## src/rtl/if_id_pipe_stage.sv

```systemverilog
// IF/ID pipeline stage register with valid/ready handshake, flush and an optional
// two-entry skid buffer so in_ready can come straight from a flop.
module if_id_pipe_stage #(
    parameter int                 INSTR_W     = 16,
    parameter int                 PC_W        = 16,
    parameter logic [INSTR_W-1:0] NOP_INSTR   = 16'h0800,
    parameter bit                 SKID        = 1'b1,
    parameter int                 STALL_CNT_W = 8
) (
    input  logic                   clk,
    input  logic                   rst_n,
    input  logic                   in_valid,
    output logic                   in_ready,
    input  logic [INSTR_W-1:0]     in_instr,
    input  logic [PC_W-1:0]        in_pc,
    input  logic                   flush,
    output logic                   out_valid,
    input  logic                   out_ready,
    output logic [INSTR_W-1:0]     out_instr,
    output logic [PC_W-1:0]        out_pc,
    output logic [STALL_CNT_W-1:0] stall_cnt
);

    typedef enum logic [1:0] {
        ST_EMPTY,
        ST_ONE,
        ST_FULL
    } state_t;

    logic               held_valid;
    logic [INSTR_W-1:0] held_instr;
    logic [PC_W-1:0]    held_pc;
    logic               accept;
    logic               consume;

    assign accept  = in_valid && in_ready;
    assign consume = held_valid && out_ready;

    generate
        if (SKID) begin : g_skid
            state_t             state_q;
            state_t             state_d;
            logic               in_ready_q;
            logic [INSTR_W-1:0] main_instr_q;
            logic [PC_W-1:0]    main_pc_q;
            logic [INSTR_W-1:0] skid_instr_q;
            logic [PC_W-1:0]    skid_pc_q;

            // Occupancy tracking; flush overrides everything and drops to empty.
            always_comb begin
                state_d = state_q;
                if (flush) begin
                    state_d = ST_EMPTY;
                end else begin
                    case (state_q)
                        ST_EMPTY: if (accept) state_d = ST_ONE;
                        ST_ONE: begin
                            if (accept && !consume)
                                state_d = ST_FULL;
                            else if (!accept && consume)
                                state_d = ST_EMPTY;
                        end
                        ST_FULL:  if (consume) state_d = ST_ONE;
                        default:  state_d = ST_EMPTY;
                    endcase
                end
            end

            // in_ready is looked ahead from the next state so it never depends on out_ready.
            always_ff @(posedge clk or negedge rst_n) begin
                if (!rst_n) begin
                    state_q    <= ST_EMPTY;
                    in_ready_q <= 1'b0;
                end else begin
                    state_q    <= state_d;
                    in_ready_q <= (state_d != ST_FULL);
                end
            end

            always_ff @(posedge clk or negedge rst_n) begin
                if (!rst_n) begin
                    main_instr_q <= NOP_INSTR;
                    main_pc_q    <= '0;
                    skid_instr_q <= NOP_INSTR;
                    skid_pc_q    <= '0;
                end else if (!flush) begin
                    if (accept && (state_q == ST_EMPTY || consume)) begin
                        main_instr_q <= in_instr;
                        main_pc_q    <= in_pc;
                    end else if (state_q == ST_FULL && consume) begin
                        main_instr_q <= skid_instr_q;
                        main_pc_q    <= skid_pc_q;
                    end
                    if (accept && state_q == ST_ONE && !consume) begin
                        skid_instr_q <= in_instr;
                        skid_pc_q    <= in_pc;
                    end
                end
            end

            assign in_ready   = in_ready_q;
            assign held_valid = (state_q != ST_EMPTY);
            assign held_instr = main_instr_q;
            assign held_pc    = main_pc_q;
        end else begin : g_single
            logic               valid_q;
            logic [INSTR_W-1:0] instr_q;
            logic [PC_W-1:0]    pc_q;

            assign in_ready = !valid_q || out_ready;

            always_ff @(posedge clk or negedge rst_n) begin
                if (!rst_n) begin
                    valid_q <= 1'b0;
                    instr_q <= NOP_INSTR;
                    pc_q    <= '0;
                end else if (flush) begin
                    valid_q <= 1'b0;
                end else if (accept) begin
                    valid_q <= 1'b1;
                    instr_q <= in_instr;
                    pc_q    <= in_pc;
                end else if (consume) begin
                    valid_q <= 1'b0;
                end
            end

            assign held_valid = valid_q;
            assign held_instr = instr_q;
            assign held_pc    = pc_q;
        end
    endgenerate

    assign out_valid = held_valid;
    assign out_instr = held_valid ? held_instr : NOP_INSTR;
    assign out_pc    = held_valid ? held_pc : '0;

    // Saturating count of back-pressured cycles; survives flush.
    always_ff @(posedge clk or negedge rst_n) begin
        if (!rst_n) begin
            stall_cnt <= '0;
        end else if (held_valid && !out_ready && (stall_cnt != {STALL_CNT_W{1'b1}})) begin
            stall_cnt <= stall_cnt + 1'b1;
        end
    end

endmodule

```

## config.mk

```make
export PLATFORM = sky130hd
export DESIGN_NAME = if_id_pipe_stage
export DESIGN_NICKNAME = d
export VERILOG_FILES = /design/src/rtl/if_id_pipe_stage.sv
export SDC_FILE = /design/constraint.sdc
export NUM_CORES = 1
export LEC_CHECK = 0
export CAP_MARGIN = 30
export CELL_PAD_IN_SITES_DETAIL_PLACEMENT = 1
export CELL_PAD_IN_SITES_GLOBAL_PLACEMENT = 1
export CORE_MARGIN = 2
export CORE_UTILIZATION = 40
export CTS_CLUSTER_DIAMETER = 100
export DETAILED_ROUTE_END_ITERATION = 8
export HOLD_SLACK_MARGIN = 0.12
export PLACE_DENSITY_LB_ADDON = 0.1
export SETUP_SLACK_MARGIN = 0.5
export SKIP_CTS_REPAIR_TIMING = 1
export SYNTH_ARGS = -nofsm -noshare
export SYNTH_HDL_FRONTEND = slang
export SYNTH_SLANG_ARGS = --single-unit
```

## constraint.sdc

```tcl
create_clock -name clk -period 2 [get_ports clk]
set_input_delay 0.3 -clock clk [delete_from_list [all_inputs] [get_ports clk]]
set_output_delay 0.3 -clock clk [all_outputs]
set_load 0.02 [all_outputs]
```

==> impl_metrics.tcl <==
set metrics [dict create \
    post-route-min-period_ps 1709 \
    grt_use_total_pct 19.47 \
    grt_first_pass_wirelength_microns 15170 \
    avgSynthCellArea_sq_um 12.32 \
    core_area_sq_um 9065 \
    placed_cells 480 \
    drive_gt1_share_pct 30.96 \
    grt_pass1_vias 2860 \
    status "finished clean" \
    drtIter0Drc 90 \
    ys_types 35 \
    final_cells 505 \
    synth_edf_count 0 \
    firstDrtPassIters 6 \
    finish.utilization_pct 60.87 \
    cts_max_path_buffers 2 \
    path_cells "nor2_4, buf_12, nor2b_1, dlymetal6s2s_1" \
    rrSetupSlack_ps 340 \
    final_antenna_net_count 0 \
    via_per_inst 5.475 \
    crit_arrival_ps 1410 \
    n_antenna_cell 0 \
    hold_viol_final 0 \
    critical_path_buf_inv_count 2 \
    htreeDepth 3 \
    crit_path_max_incr_delay_ps 460 \
    drc_errors 0 \
    ios 79 \
    avgRoutedWirePerCell_microns 20.87 \
    hold-worst-slack_ps 395.5 \
    die-height_microns 99.95 \
    ys_async_sr_fraction_pct 100.0 \
    cp-start-kind "register" \
    min_path_type "input port to async pin" \
    p_total_uw 4998 \
    fin_tns_setup_ps 0 \
    final-setup-viol-count 0 \
    worstSetupPathType "register to primary output" \
    required_ps 1700 \
    worst_r2r_startpoint "g_skid.state_q[1]" \
    drv_cap 0 \
    syn_inst 299 \
    reg2reg_depth 6 \
    io_buffers 78 \
    std_cell_rows 35 \
    dpl.hpwl_microns 5877 \
    cp_slowest_cell "dfrtp_2" \
    syn_area_sq_um 3682 \
    yosys.area.top_type "dfrtp_1" \
    endpoint_kind "primary output" \
    start_util_pct 40.62 \
    finalWeightedCongestion 0.7297 \
    r2r-end "stall_cnt[7]" \
    ir_drop_mv 0.5369 \
    dieArea_sq_um 9989 \
    synthFlopType "dfrtp_1" \
    syn-num-nets 337 \
    grt_overflow_total 0 \
    total_leakage_power_uw 0.002906 \
    worst_skew_pair.late_latency_ps 340 \
    vias 2765 \
    grt_antenna_before_repair 0 \
    synth_top_area_share_pct 49.61 \
    syn2layout_area_growth_pct 49.85 \
    cts_tree "yes" \
    fmax_mhz 585.1 \
    wirelength_microns 10540 \
    ys_seq_elements 75 \
    skew_ps 18.39 \
    cp.depth 4 \
    grt_setup_unrepaired "yes" \
    numClockSinks 75 \
    timing.slew.headroom_pct 75.14 \
    grt_max_degree 53 \
    root_buffer "clkbuf_8" \
    fp.dieW_microns 99.95 \
    powerDensity_nw_per_um2 905.8 \
    cp_max_fo 19 \
    post-route-period-util_pct 85.46 \
    synth_commonest_cells "dfrtp_1, nor2b_1, a21oi_1" \
    path_clk_slew_ps 100 \
    cts_buffers 9 \
    critPathTopFamily "flip-flops" \
    ys_warn_count 0 \
    synthTopCellsByArea "dfrtp_1, mux2_4, o2bb2ai_1" \
    final_max_slew_viol_count 0 \
    yosysSeqAreaShare_pct 51.04 \
    tightest_slew_ps 371.8 \
    nets 427 \
    yosysMostFrequentCell "dfrtp_1" \
]
[worst max path at each step]
| stage | startpoint | end | slack [ps] |
|---|---|---|---|
| 2_1_floorplan | stall_cnt[0] | stall_cnt[1] | 520 |
| 3_3_place_gp | out_ready | stall_cnt[7] | 110 |
| 3_5_place_dp | out_ready | g_skid.main_pc_q[4] | 50 |
| 4_1_cts | g_skid.state_q[0] | out_instr[11] | -210 |
| 5_1_grt | g_skid.state_q[0] | out_pc[5] | 250 |
| 6_report | g_skid.state_q[0] | out_instr[15] | 290 |
[flip-flops by register name, summed over array words and instances (netlist names)]
name                 count
g_skid.skid_instr_q     16
g_skid.skid_pc_q        16
g_skid.main_pc_q        16
g_skid.state_q           2
in_ready                 1
stall_cnt                8
g_skid.main_instr_q     16
[power breakdown]
part / leakage (uW) / switching, uW / internal [uW]
clock network: 0.000107 / 595 / 704
logic: 0.00189 / 598 / 901
registers: 0.000908 / 306 / 1890
total: 0.00291 / 1500 / 3500
[stage by stage]
step	setup WS, ps	instance area, sq um
3_3_place_gp	108.5	4637
6_report	290.9	5518
5_1_grt	250.3	5518
2_1_floorplan	523.8	3684
4_1_cts	-206.9	4847
3_5_place_dp	54.61	4637
[cells by family after synthesis]
family                     Yosys count  synth area share (%)
AOI/OAI and AO/OA                  105                 20.56
xor gates and xnor gates             4                0.9516
adders and majority gates            1                0.3397
buffers and inverters               25                 4.077
DFF                                 75                 51.04
muxes                               35                 13.97
and+or+nand+nor                     54                 9.073
[cells in the final DEF, fill, tap and decap left out, drive strengths merged, types with 2 or more instances in the layout]
cell type	n
a21oi	33
and2	2
and3	3
buf	21
bufinv	2
clkbuf	14
clkdlybuf4s50	35
clkinv	3
dfrtp	73
dfstp	2
dlymetal6s2s	41
inv	3
mux2	35
nand2	4
nand3	2
nor2	4
nor2b	34
o21a	2
o21bai	33
o2bb2ai	32
xnor2	3
[metal layers]
layer,GRT usage [%],wire (microns),vias to the layer above
li1,-,-,1262
met1,27.57,4822,1430
met2,31.24,5198,62
met3,3.760,360,11
met4,4.426,157,0
met5,0,0,-
[final cells by class]
cell class,count,area (sq um)
repair buffers,101,1207
multi-input cells,199,2068
inverters,3,11.26
well taps,111,138.9
clock buffers,11,131.4
clock inverters,5,78.83
flip-flops and latches,75,1882
fillers,887,3547
Note: power is estimated with default switching activity, not from simulation.
